### src/rtl/tagger_tag_encoder.sv
// Tag encoder: per-channel one-deep event slots plus a rollover marker,
// arbitrated in epoch order into a first-word-fall-through output FIFO.
module tagger_tag_encoder #(
    parameter int FIFO_DEPTH = 16
) (
    input  logic        clk,
    input  logic        rst,
    input  logic [15:0] counter,
    input  logic        rollover,
    input  logic [7:0]  event_in,
    output logic [31:0] out_data,
    output logic        out_valid,
    input  logic        out_ready,
    output logic        overflow,
    output logic [15:0] drop_count
);

    localparam int AW = $clog2(FIFO_DEPTH);
    localparam logic [AW:0] FULL_CNT = (AW + 1)'(FIFO_DEPTH);
    localparam logic [AW:0] CNT_ONE = (AW + 1)'(1);
    localparam logic [AW-1:0] PTR_ONE = AW'(1);

    logic [7:0]    pend_q, pend_d;
    logic [7:0]    ep_q, ep_d;
    logic [15:0]   stamp_q [8];
    logic          epoch_q, epoch_d;
    logic          mk_q, mk_d;
    logic [15:0]   roll_q, roll_d;
    logic          ovf_q, ovf_d;
    logic [15:0]   drop_q, drop_d;
    logic [31:0]   mem_q [FIFO_DEPTH];
    logic [AW-1:0] wptr_q, rptr_q;
    logic [AW:0]   cnt_q, cnt_d;

    logic [7:0]  old_v, cap, lost, drain;
    logic [2:0]  sel_ch;
    logic        sel_mk, push, pop, mk_drain;
    logic [3:0]  nlost;
    logic [16:0] drop_sum;
    logic [31:0] push_data;

    // Stale-epoch slots go before the marker so it separates the epochs.
    always_comb begin
        old_v  = pend_q & (ep_q ^ {8{epoch_q}});
        sel_ch = 3'd0;
        sel_mk = 1'b0;
        if (|old_v) begin
            for (int i = 7; i >= 0; i--)
                if (old_v[i]) sel_ch = 3'(i);
        end else if (mk_q) begin
            sel_mk = 1'b1;
        end else begin
            for (int i = 7; i >= 0; i--)
                if (pend_q[i]) sel_ch = 3'(i);
        end
        push      = (cnt_q < FULL_CNT) && (mk_q || (|pend_q));
        mk_drain  = push && sel_mk;
        drain     = (push && !sel_mk) ? (8'd1 << sel_ch) : 8'd0;
        push_data = sel_mk ? {1'b1, 15'd0, roll_q}
                           : {5'd0, sel_ch, 8'd0, stamp_q[sel_ch]};
    end

    always_comb begin
        epoch_d = epoch_q ^ rollover;
        cap     = event_in & (~pend_q | drain);
        lost    = event_in & pend_q & ~drain;
        pend_d  = (pend_q & ~drain) | cap;
        ep_d    = (ep_q & ~cap) | (cap & {8{epoch_d}});
        roll_d  = roll_q + {15'd0, rollover};
        mk_d    = rollover | (mk_q & ~mk_drain);
        nlost   = 4'd0;
        for (int i = 0; i < 8; i++)
            nlost = nlost + {3'd0, lost[i]};
        drop_sum = {1'b0, drop_q} + {13'd0, nlost};
        drop_d   = drop_sum[16] ? 16'hFFFF : drop_sum[15:0];
        ovf_d    = ovf_q | (|lost) | (rollover & mk_q & ~mk_drain);
    end

    assign out_valid  = (cnt_q != '0);
    assign out_data   = out_valid ? mem_q[rptr_q] : 32'd0;
    assign pop        = out_valid && out_ready;
    assign overflow   = ovf_q;
    assign drop_count = drop_q;

    always_comb begin
        cnt_d = cnt_q;
        unique case ({push, pop})
            2'b10:   cnt_d = cnt_q + CNT_ONE;
            2'b01:   cnt_d = cnt_q - CNT_ONE;
            default: cnt_d = cnt_q;
        endcase
    end

    always_ff @(posedge clk or posedge rst) begin
        if (rst) begin
            pend_q  <= '0;
            ep_q    <= '0;
            epoch_q <= 1'b0;
            mk_q    <= 1'b0;
            roll_q  <= '0;
            ovf_q   <= 1'b0;
            drop_q  <= '0;
            wptr_q  <= '0;
            rptr_q  <= '0;
            cnt_q   <= '0;
        end else begin
            pend_q  <= pend_d;
            ep_q    <= ep_d;
            epoch_q <= epoch_d;
            mk_q    <= mk_d;
            roll_q  <= roll_d;
            ovf_q   <= ovf_d;
            drop_q  <= drop_d;
            cnt_q   <= cnt_d;
            if (push) wptr_q <= wptr_q + PTR_ONE;
            if (pop)  rptr_q <= rptr_q + PTR_ONE;
        end
    end

    // Data storage carries no reset; validity lives in pend_q and cnt_q.
    always_ff @(posedge clk) begin
        for (int i = 0; i < 8; i++)
            if (cap[i]) stamp_q[i] <= counter;
        if (push) mem_q[wptr_q] <= push_data;
    end

endmodule

### config.mk
export PLATFORM = sky130hd
export DESIGN_NAME = tagger_tag_encoder
export DESIGN_NICKNAME = d
export VERILOG_FILES = /design/src/rtl/tagger_tag_encoder.sv
export SDC_FILE = /design/constraint.sdc
export NUM_CORES = 1
export LEC_CHECK = 0
export ABC_AREA = 0
export CAP_MARGIN = 10
export CORE_ASPECT_RATIO = 0.9
export CORE_MARGIN = 1.5
export CORE_UTILIZATION = 60
export DETAILED_ROUTE_END_ITERATION = 8
export PLACE_DENSITY = 0.79
export SETUP_SLACK_MARGIN = 0.2
export SLEW_MARGIN = 20
export SYNTH_ARGS = -nofsm -noshare
export SYNTH_HDL_FRONTEND = slang
export SYNTH_SLANG_ARGS = --single-unit
### constraint.sdc
create_clock -name clk -period 10.95 [get_ports clk]
set_clock_uncertainty 0.05 [all_clocks]
set_input_delay 1.095 -clock clk [delete_from_list [all_inputs] [get_ports clk]]
set_output_delay 1.095 -clock clk [all_outputs]
set_load 0.02 [all_outputs]
Yosys cells after proc, flatten, opt, wreduce, memory -nomap -nowiden
Memories as Yosys holds them, arrays and structs flattened. Cells that the tools add are included.

Flip-flop bits (word level): 64. Memory bits (writable): 640. Input bits: 28. Output and inout port bits: 50. Logic and storage cells: 105. Memories: 2.

Memory list: mem_q (words 16, width 32, rd ports 1, clocked after Yosys merged registers in 0, wr ports 1, line 31) `logic [31:0] mem_q [FIFO_DEPTH];`; stamp_q (words 8, width 16, rd ports 1, clocked after Yosys merged registers in 0, wr ports 8, line 25) `logic [15:0] stamp_q [8];`.

Add/sub/neg operators: 13. $lt $le $gt $ge: 1. Eq/ne operators: 2. Shifts and indexed selects: 1. Mux-type cells: 43. Bitwise logic cells: 22. Reductions and logical operators: 11.

Operators by type and width (count): $mux W32 (2); $and A8 B8 Y8 (7); $mux W3 (18); $not A8 Y8 (3); $or A8 B8 Y8 (3); $reduce_or A8 Y1 (3); $mux W1 (20); $add A16 B4 Y17 (1); $add A16 B1 Y16 (1); $add A4 B1 Y4 (4); $mux W16 (1); $pmux W5 S2 (1); $add A4 B1 Y4 const B (2); $mux W8 (1); $shl A1 B3 Y8 const A (1); $xor A8 B8 Y8 (1); $add A5 B1 Y5 const B (1); $lt A5 B5 Y1 const B (1); $reduce_bool A5 Y1 (1); $sub A5 B1 Y5 const B (1); $add A3 B1 Y4 (1); $logic_and A1 B1 Y1 (4); $add A2 B1 Y3 (1); $and A1 B1 Y1 (3); other kinds (9) (11).

Logic depth before layout (Yosys ltp)
Gate-level depths: netlist of the first run.

Depth after elaboration: 24. Depth in mapped cells: 23. Gate-level depth less buffers: 20.

Least setup slack after synthesis of the first run
Ideal clock, no wire load.

Path kind: reg2reg. From: register epoch_q. To: register drop_q[10], in the netlist drop_count[10]. Setup time: 0.134 ns. Data arrival time: 5.796 ns. Required time: 10.766 ns. Path slack: 4.970 ns. Cell stages (with the launch flop): 22. Path buffers: 3. Period minus slack after synthesis: 5.980 ns. Cells stage by stage: dfrtp_1 -> buf_6 -> xor2_1 -> a22oi_2 -> nand2_1 -> o21ai_1 -> nand2b_1 -> clkbuf_1 -> o21ai_0 -> nor2_1 -> fa_1 -> inv_1 -> fa_1 -> inv_1 -> fa_1 -> fa_1 -> fa_1 -> a21o_1 -> a21oi_1 -> or3_1 -> clkbuf_1 -> nand2_1.

Cells in the longest elaborated chain, start to end: 24. Elaborated cells on any way between the ends: 28. Classes of those cells: 8 x add/sub; 1 x shift; 12 x mux; 4 x bitwise; 3 x reduce/logical.

Ends and longest elaborated chain: start: declaration (line 26) `logic epoch_q, epoch_d;`; start signal: assignment (line 109) `epoch_q <= epoch_d;`; $xor A8 B8 Y8 * (line 44) `old_v = pend_q & (ep_q ^ {8{epoch_q}});`; $and A8 B8 Y8 * (line 44); $mux W3 (8 in a row) (line 49) `if (old_v[i]) sel_ch = 3'(i);`; $mux W3 (line 47) `if (|old_v) begin`; $shl A1 B3 Y8 (line 58) `drain = (push && !sel_mk) ? (8'd1 << sel_ch) : 8'd0;`; $mux W8 * (line 58); $not A8 Y8 * (line 66) `lost = event_in & pend_q & ~drain;`; $and A8 B8 Y8 * (line 66); $add A1 B1 Y2 (line 73) `nlost = nlost + {3'd0, lost[i]};`; $add A2 B1 Y3 (line 73); $add A3 B1 Y4 (line 73); $add A4 B1 Y4 (3 in a row) (line 73); $add A4 B1 Y4 * (line 73); $add A16 B4 Y17 * (line 74) `drop_sum = {1'b0, drop_q} + {13'd0, nlost};`; $mux W16 * (line 75) `drop_d = drop_sum[16] ? 16'hFFFF : drop_sum[15:0];`; net drop_d[10] (line 30) `logic [15:0] drop_q, drop_d;`; end signal: assignment (line 113) `drop_q <= drop_d;`; end: declaration (line 30).

The timed path passes the listed nets; every way through them passes the cells marked *. A chain may end at the register's enable or synchronous reset.

Final worst setup path of the first run
From: register epoch_q. To: register drop_q[3], in the netlist drop_count[3].

Same word-level chain as after synthesis.

==> results.txt, run 1 <==
The flow ran to the end, and the final reports show no timing, DRC or antenna violations. In this run the deepest clock path goes through 3 buffers. The global-route wire length before repair came out at 68,400 um. The die width came out at 199 um. After synthesis the netlist holds a flip-flop and latch count of 512. For this design, the sink count on the clock tree is 512. The total global routing overflow came out at 0.

The post-placement cell area came out at 22,200 um^2. The vias per cell is 6.19. The proportion of synthesized flip-flops having asynchronous set or reset is 12.5%. After routing, the total negative slack on setup checks comes to 0 ps.

The floorplan step defined a die boundary enclosing 35,700 um^2. The overall die height came out at 180 um. The total area inside the core boundary comes to 34,000 um^2. The signal arrival time at the worst endpoint came out at 6990 ps. The top-level port count is 78. Of the available clock period, the critical path in the final layout requires 60.5%. The final wirelength is 44,600 um. The kind of end point of the critical path is a flip-flop. The total number of vias is 10,800. The Yosys step of the flow raised 0 warnings. At the pin with the least slew margin, the transition time is 1150 ps. The share of the yosys chip area belonging to registers came out at 72.5%. The pin count of the biggest net entering global routing came out at 73.

The signal on the critical path passes through xnor2_2 -> a2bb2oi_1 -> o211ai_1 -> and3_1 -> nand2b_1 -> buf_4 -> o21ai_0 -> nor2_1 -> fa_1 -> inv_1 -> fa_1 -> inv_1 -> fa_1 -> fa_1 -> fa_1 -> a21o_1 -> a21oi_1 -> or3_1 -> o21ai_0. The minimum period implied by the final worst setup slack came out at 6630 ps. The root buffer cell chosen for the clock tree is clkbuf_16. The cell with the largest stage delay on the worst path is dfrtp_1. The average detailed-routed wire length per instance came out at 25.5 um. The number of setup buffers added after CTS came out at 0.

The number of synthesized flops with an enable pin came out at 448. Grouping stages by cell kind, the critical path spends the most delay in adder cells. The summed instance area of the synthesized netlist came out at 20,800 um^2. The number of DRC violations after detailed routing came out at 0.

The worst hold path class is reg -> reg. The worst setup path is of the reg -> reg kind. The half-perimeter wire length after detailed placement is 24,700 um.

In this run the mean area of a mapped cell was 18.1 um^2. The number of antenna violations at the first check in global routing came out at 0. On the worst path, the slowest cell contributes a delay of 640 ps.

In the final layout, the share of cells above drive strength 1 is 19.7%. The CTS tree is yes. The cell count after placement came out at 1,665. By area the synthesized netlist is led by edfxtp_1 65%, mux4_2 11%, dfrtp_1 7.7%. Of all nets on the critical path, the largest fanout is 22.

The most numerous cell type found on the critical path is fa_1. The global placement routability congestion came out at 0.851. The setup violation total in the final timing report is 0. The net count of the finished layout is 1,304.

The critical path data required time is 11,310 ps. The area overhead of the layout relative to synthesis came out at 14.6%. The number of hold-repair buffers added at the cts stage came out at 0. The number of standard cells after synthesis is 1,148. The remaining antenna violation count is 0. The first detailed-routing pass took 7 iterations. TritonCTS created 48 clock buffers.

The antenna diode instance count came out at 0. The most used flip-flop cell after synthesis is edfxtp_1. Once layout is complete, the cells apart from fillers number 1,751. Across the run, the number of max-cap violations was 0. Post-CTS repair changed the size of 0 cells. STA classifies the critical path startpoint as a flip-flop. The via count of the first global-routing pass is 11,300. The clock insertion delay at the later pin of the skew report is 570 ps. The hold slack came out at 428 ps. The initial standard-cell utilization of the core is 61.0%. The largest total area in the synthesized netlist belongs to edfxtp_1.

The clock input transition at the sequential cells of the worst setup and hold paths is 60 ps. For this block, the initial DRC count from the detailed router was 1,081. The worst slew margin relative to its limit is 23.5%.

The maximum clock frequency came out at 151 MHz. Once layout is done, the placed cells without fillers occupy 23,800 um^2. After floorplanning, the core was divided into 64 placement rows. The worst path buffer plus inverter count is 3. The count of final max-slew check failures came out at 0. In this run, distinct cell masters in the synthesized netlist total 57. Setup repair after global routing left no endpoint under its margin. The quantity of I/O buffers inserted on ports came out at 65.

CTS built an H-tree with a depth of 2. The final hold violation count is 0. The share of the synthesized area in the top cell type is 64.8%.

Global routing used 26.1% of the available tracks across all layers.
-- synth_stat cells (all sizes together) (2+ instances only) --
master,count
a21o,4
a21oi,39
a22o,32
a22oi,4
a31oi,2
and2,11
and3,6
buf,31
clkbuf,33
dfrtp,64
edfxtp,448
fa,6
ha,17
inv,24
mux2,10
mux2i,33
mux4,100
nand2,88
nand2b,9
nand3,8
nand4,7
nor2,35
nor2b,24
nor3,6
o211ai,3
o21ai,15
o22ai,2
o31ai,21
or2,2
or3,2
xnor2,25
xor2,20
-- final cells by class --
cell class	instances	area (um^2)
flip-flops and latches	512	15100
inverters	24	90.1
repair buffers	108	981
clock buffers	62	1320
clock inverters	24	327
multi-input cells	559	5450
fillers	2132	10200
well taps	462	578
-- layout by cell type, fill, tap and decap left out, drive strengths merged, types with 26 or more instances in the layout --
cell type | netlist | final
edfxtp | 448 | 448
nor2 | 35 | 35
mux2i | 33 | 33
dfrtp | 64 | 64
a21oi | 39 | 39
buf | 31 | 43
a22o | 32 | 32
inv | 24 | 26
clkbuf | 33 | 62
mux4 | 100 | 100
nand2 | 88 | 88
clkdlybuf4s50 | 0 | 65
-- layer usage --
layer  global-route usage, %  share of wire [%]  vias to the layer above  wire, um
li1                        -                  -                     4681         -
met1                    36.8                 40                     5605     17700
met2                    42.3                 50                      462     22500
met3                    4.17                7.3                       85      3260
met4                    8.36                2.7                        0      1190
met5                       0                  0                        -         0
-- worst register-to-register path: cells and delay by family (launching register included) --
kind,cells,cell delay (ps)
adder cells (fa/ha/maj),5,2410
AO/OA/AOI/OAI,6,1620
AND/OR/NAND/NOR,4,1250
buffers and inverters,3,350
XOR/XNOR,1,180
flip-flops,1,640
-- logic make-up after synthesis --
family                     synth area share (%)
AOI/OAI and AO/OA                          4.47
xor gates and xnor gates                   1.93
adders and majority gates                  1.60
buffers and inverters                      1.90
DFF                                        72.5
muxes                                      13.0
other                                    0.0181
and+or+nand+nor                            4.63
-- worst paths after layout --
kind	slack, ps	endpoint	depth (start not counted)	start
max in group asynchronous	9170	rptr_q[0]$_DFFE_PP0P_	3	rst
min in group asynchronous	1040	rptr_q[1]$_DFFE_PP0P_	3	rst
worst max-delay path	4320	drop_count[3]$_DFF_PP0_	19	epoch_q$_DFF_PP0_
worst min-delay path	430	rptr_q[3]$_DFFE_PP0P_	1	rptr_q[3]$_DFFE_PP0P_
worst min register to register	430	rptr_q[3]$_DFFE_PP0P_	1	rptr_q[3]$_DFFE_PP0P_
worst max register to register	4320	drop_count[3]$_DFF_PP0_	19	epoch_q$_DFF_PP0_
-- registers in the layout, summed over array words and instances, names as in the netlist, named ones only --
| register | cells |
|---|---|
| mem_q | 320 |
| stamp_q | 128 |
| drop_count | 16 |
| roll_q | 16 |
| pend_q | 8 |
| cnt_q | 5 |
| rptr_q | 4 |
| wptr_q | 4 |
| epoch_q | 1 |
| mk_q | 1 |
| overflow | 1 |
-- per-stage QoR --
stage	utilization (%)	setup slack [ps]
floorplan	-	4970
global placement	65.1	4510
detailed placement	65.1	4330
CTS	69.9	4290
global route	70.0	3840
finish	70.0	4320
Power of run 1 is not shown: default switching activity piles up to over one toggle a cycle in this logic, so the estimate is an artifact.
==> run 2, diff against run 1 <==
--- a/config.mk
+++ b/config.mk
@@ -9,9 +9,9 @@
 export CAP_MARGIN = 10
 export CORE_ASPECT_RATIO = 0.9
 export CORE_MARGIN = 1.5
-export CORE_UTILIZATION = 60
+export CORE_UTILIZATION = 55
 export DETAILED_ROUTE_END_ITERATION = 8
-export PLACE_DENSITY = 0.79
+export PLACE_DENSITY = 0.76
 export SETUP_SLACK_MARGIN = 0.2
 export SLEW_MARGIN = 20
 export SYNTH_ARGS = -nofsm -noshare
==> constraint.sdc (replaced) <==
create_clock -name clk -period 5.4 [get_ports clk]
set_clock_uncertainty 0.05 [all_clocks]
set_input_delay 0.54 -clock clk [delete_from_list [all_inputs] [get_ports clk]]
set_output_delay 0.54 -clock clk [all_outputs]
set_load 0.02 [all_outputs]
==> results.txt, run 2 (synthesized netlist as in run 1, its figures left out) <==
The total global routing overflow is 0. The via count of the first global-routing pass is 11,300. The post-placement cell area is 22,300 um^2.

The signal arrival time at the worst endpoint is 5810 ps. For this run, the detailed router's first-pass iteration total came to 5. The top-level port count is 78.

Leaving out fill and tap cells, the most frequent cell in the layout is edfxtp_1. The initial standard-cell utilization of the core came out at 55.8%. The post-layout instance area came out at 24,800 um^2. The die width is 208 um.

In the final layout, the share of cells above drive strength 1 is 25.9%. The number of antenna violations at the first check in global routing is 0. The row count is 67. The maximum clock path buffer count came out at 3. The vias per cell is 6.06. The net count of the finished layout is 1,371. The setup violation total in the final timing report came out at 1. The kind of critical path is reg -> reg.

Compared with the post-synthesis result, the final layout area differs by 19.2%. The count of final max-slew check failures is 0. The clock insertion delay at the later pin of the skew report is 570 ps. The quantity of I/O buffers inserted on ports came out at 65.

The global router's overall resource usage is 23.5%. The total number of vias came out at 11,200. In this run, the number of DRC markers left after iteration 0 of detailed routing was 1,090. At the end of routability-driven placement, the weighted congestion stood at 0.853. Buffers inserted during clock tree synthesis total 49.

The worst setup path is captured at a flip-flop. The register with the most flip-flops in the layout has 320 of them. The aggregate negative setup slack is -0.934 ps.

The area of the die is 38,900 um^2. Of all nets on the critical path, the largest fanout is 8. The maximum clock frequency came out at 185 MHz. Once detailed placement completed, the half-perimeter wirelength came to 23,400 um. The antenna diode instance count came out at 0. Leaving out fill and tap cells, the most frequent cells in the layout are 448 x edfxtp_1, 100 x mux4_2, 88 x nand2_1.

The H-tree generated during clock tree synthesis spans 2 levels. In the routed design, unresolved DRC markers number 0. The worst path in the final design needs a cycle of 5400 ps, including I/O delays and setup. The die is 187 um tall.

The area of the core came out at 37,200 um^2. The ratio of final minimum period to clock period is 100%. The flow ran to the end, but the final reports show violations. The final worst slack is -0.934 ps. The worst slew margin relative to its limit came out at 24.4%. The number of hold-repair buffers added at the cts stage is 0. The clock input transition at the sequential cells of the worst setup and hold paths is 60 ps. The remaining antenna violation count came out at 0. The average detailed-routed wire length per instance is 26.0 um.

The final wirelength is 47,900 um. The global-route wire length before repair came out at 67,900 um. Entering global routing, the biggest net connects 84 pins. The checks that failed: negative setup slack. The CTS tree is yes.

Ranked by flip-flop count, first place goes to mem_q. The cell sitting at the root of the clock tree is a clkbuf_16. The tightest min-delay check is of the reg -> reg type. The transition time at the pin with the least slew margin is 1130 ps. The number of violations of the max-capacitance limit came out at 0.

The largest registers in the layout are mem_q x320, stamp_q x128. The critical path data required time is 5800 ps. The number of sinks on the clock net is 512. The final hold violation count came out at 0. Setup repair after global routing could not meet its margin everywhere.

The worst setup path is launched from a flip-flop.
==> run 2: cell types whose count changed in the layout (fill, tap and decap cells not counted), moves of 5 or more <==
cell | previous run | this run
o31ai_4 | 1 | 12
o31ai_1 | 20 | 8
buf_4 | 42 | 62
bufinv_16 | 8 | 3
buf_12 | 0 | 5
nor2_4 | 4 | 13
buf_6 | 0 | 35
nor2_2 | 10 | 5
clkinv_1 | 5 | 15
==> run 2: repair_timing <==
item | CTS | global route
gates resized for setup | 9 | 118
pin swaps | 7 | 22
buffers inserted | 25 | 18
gates cloned | 0 | 19
endpoints found under the setup margin | 16 | 273
==> run 2: worst max-delay path: stages, from the launching register on <==
cell and delay, ps:
dfrtp_2 490, buf_6 160, xor2_2 170, a22oi_2 240, nand4_1 230, a2111o_1 480, nand3b_1 200, o21ai_2 90
nor2_2 150, fa_1 420, inv_2 70, fa_1 390, inv_1 80, fa_1 430, fa_2 390, fa_2 360
a21o_1 190, a21oi_4 220, buf_4 160, nand2_1 40, mux2_4 270
==> run 2: cell type report <==
cell class / count / area (um^2)
well taps: 483 / 604
fillers: 2417 / 12500
multi-input cells: 560 / 5760
inverters: 24 / 90.1
repair buffers: 173 / 1710
clock buffers: 55 / 1250
clock inverters: 36 / 275
flip-flops and latches: 512 / 15100
==> run 2: path summary, 6_finish.rpt <==
kind | start | to | slack [ps] | cells past startpoint
setup / recovery | epoch_q$_DFF_PP0_ | drop_count[15]$_DFF_PP0_ | -0.9 | 20
hold / removal | rptr_q[3]$_DFFE_PP0P_ | rptr_q[3]$_DFFE_PP0P_ | 440 | 1
max in group asynchronous | rst | epoch_q$_DFF_PP0_ | 4170 | 3
setup reg to reg | epoch_q$_DFF_PP0_ | drop_count[15]$_DFF_PP0_ | -0.9 | 20
min in group asynchronous | rst | cnt_q[2]$_DFFE_PP0P_ | 490 | 3
hold reg to reg | rptr_q[3]$_DFFE_PP0P_ | rptr_q[3]$_DFFE_PP0P_ | 440 | 1
==> run 2: metal layers <==
metal	vias to the layer above	wire, um	track usage [%]	share of wire [%]
li1	4848	-	-	-
met1	5790	18900	31.6	40
met2	455	24500	40.5	51
met3	82	3450	3.06	7.2
met4	0	1010	7.47	2.1
met5	-	0	0	0
==> run 2: per-stage QoR <==
stage          instances  worst slack, ps  utilization (%)  hold WS (ps)
2_1_floorplan       1159              212                -           395
3_3_place_gp        1690             92.0             59.9           414
3_5_place_dp        1690            -1.63             59.9           417
4_1_cts             1806              212             64.6           428
5_1_grt             1843             -177             66.5           452
6_report            1843           -0.934             66.5           436
Power of run 2 is left out for the same reason.
==> run 3, diff against run 2 <==
--- a/config.mk
+++ b/config.mk
@@ -8,7 +8,7 @@
 export ABC_AREA = 0
 export CAP_MARGIN = 10
 export CORE_ASPECT_RATIO = 0.9
-export CORE_MARGIN = 1.5
+export CORE_MARGIN = 3
 export CORE_UTILIZATION = 55
 export DETAILED_ROUTE_END_ITERATION = 8
 export PLACE_DENSITY = 0.76
==> results.txt, run 3 (synthesized netlist as in run 1, its figures left out) <==
The run finished with clean final reports. The setup violation total in the final timing report is 0. The area of the core is 36,700 um^2. The die width is 211 um. Setup repair after global routing could not meet its margin everywhere. In this run the worst path has a maximum fanout of 6. The critical path is of the reg -> reg type. The minimum period implied by the final worst setup slack is 5280 ps. The half-perimeter wire length after detailed placement is 25,400 um. The number of antenna violations at the first check in global routing came out at 0. In the final routing, the length of wire on met1 measures 18,000 um.

The area of the die is 40,100 um^2. The worst path buffer plus inverter count came out at 5. The cell with the most instances on the worst path is fa_1. The tree built by TritonCTS fans out to 512 sinks. The top cell types in the final layout, fill and taps aside, are 448 x edfxtp_1, 100 x mux4_2, 88 x nand2_1. At the worst endpoint, the arrival time is 5690 ps. The clock insertion delay at the later pin of the skew report is 570 ps.

The transition time at the pin with the least slew margin is 1100 ps. In this run the worst hold path is classified as reg -> reg. The cell sitting at the root of the clock tree is a clkbuf_16. The remaining antenna violation count is 0. The initial standard-cell utilization of the core is 56.7%. STA classifies the critical path endpoint as a flip-flop. The first detailed-routing pass took 5 iterations. For this run the aggregate overflow at the end of global routing stands at 0.

Counting the buffers created by CTS gives 50. The core utilization of the finished layout is 66.4%. The most common library cell in the layout ignoring fill and taps is edfxtp_1. The cell count after placement is 1,702.

The row count is 66. Entering global routing, the biggest net connects 66 pins. In the final design database the tool counted 1,346 nets. The uppermost metal layer occupied by signal nets is met4. The largest incremental delay on the critical path came out at 440 ps.

The quantity of I/O buffers inserted on ports is 65. The average detailed-routed wire length per instance came out at 24.4 um. After detailed routing, the number of vias per cell comes to 6.09. The aggregate negative setup slack came out at 0 ps. TritonCTS built the clock tree. Among cell families on the critical path, the largest total delay comes from adder cells. The critical path data required time came out at 5810 ps. The routed length on met2 came out at 22,000 um. The global placement routability congestion is 0.819. Among all stages on the critical path, the largest delay is contributed by dfrtp_2. The ratio of final minimum period to clock period came out at 97.8%.

STA classifies the critical path startpoint as a flip-flop. The final standard cell count with taps included and fillers excluded came out at 1,811. The maximum level of the CTS H-tree is 2. The maximum clock path buffer count came out at 3. The violation count after the first detailed-route iteration is 1,048. Hold is met by 437 ps. The number of violations of the max-capacitance limit is 0. The largest register by flop count is mem_q. The global router's overall resource usage is 22.4%. Walking the worst path, the cells encountered are buf_6 -> xor2_4 -> a22oi_2 -> nand4_1 -> buf_4 -> o21ai_2 -> nand3b_1 -> o21ai_2 -> nor2_2 -> fa_1 -> inv_2 -> fa_1 -> inv_2 -> fa_1 -> fa_2 -> fa_2 -> a21o_1 -> a21oi_4 -> buf_6 -> nand2_1 -> mux2_2.

The count of final max-slew check failures is 0. The worst slew margin relative to its limit came out at 26.1%. The via count of the first global-routing pass came out at 11,300. The fill cell instance count of the final layout is 2,431. The routed length on met3 came out at 3080 um. The first global-routing pass estimated 67,400 um of wire. The final hold violation count was 0. The clock input transition at the sequential cells of the worst setup and hold paths came out at 60 ps. For this block, the via count after detailed routing is 11,000. The top-level port count came out at 78. The register with the most flip-flops in the layout has 320 of them.

The antenna diode instance count is 0. The fraction of final layout cells sized beyond drive strength 1 came out at 24.3%. The number of DRC violations after detailed routing is 0. The maximum clock frequency is 189 MHz. For this block, the routed nets add up to 44,300 um of wire.

Relative to the synthesized area, the layout overhead comes to 17.1%. Buffers inserted to repair hold after CTS numbered 0. The largest registers in the layout are mem_q x320, stamp_q x128. The overall die height is 190 um.
-- run 3: changes by cell type in the layout (fill, tap and decap cells not counted), sizes merged --
cell	before	now
clkinv	29	12
clkdlybuf4s15	1	0
clkinvlp	2	3
or3	3	2
bufinv	3	5
clkbuf	57	70
buf	105	83
-- run 3: routing by layer --
layer / vias to the layer above / GRT usage (%)
li1: 4772 / -
met1: 5702 / 31.3
met2: 440 / 37.2
met3: 107 / 3.65
met4: 0 / 6.18
met5: - / 0
-- run 3: worst paths after layout --
check,start,endpoint,slack [ps],cells after the start
max in group asynchronous,rst,rptr_q[1]$_DFFE_PP0P_,4160,3
hold / removal,roll_q[15]$_DFF_PP0_,roll_q[15]$_DFF_PP0_,440,1
hold reg to reg,roll_q[15]$_DFF_PP0_,roll_q[15]$_DFF_PP0_,440,1
min in group asynchronous,rst,cnt_q[1]$_DFFE_PP0P_,490,3
setup / recovery,epoch_q$_DFF_PP0_,drop_count[15]$_DFF_PP0_,120,21
setup reg to reg,epoch_q$_DFF_PP0_,drop_count[15]$_DFF_PP0_,120,21
-- run 3: layout make-up --
class                   instances  area (um^2)  share of cell area [%]
clock buffers                  70         1420                    5.83
clock inverters                22          264                    1.08
inverters                      24         90.1                   0.370
multi-input cells             559         5580                    22.9
flip-flops and latches        512        15100                    61.9
well taps                     476          596                    2.45
repair buffers                148         1320                    5.41
-- run 3: timing repair --
action | in CTS | in global routing
resized for setup | 14 | 17
setup endpoints to repair | 16 | 16
setup buffers | 14 | 3
pin swaps | 17 | 25
-- run 3: stage by stage --
stage               setup WS [ps]  instance area, um^2
detailed placement           34.2                22400
finish                        118                24300
CTS                           148                24200
global route                -55.0                24300
floorplan                     212                20900
global placement              142                22400
Power of run 3 is left out for the same reason.
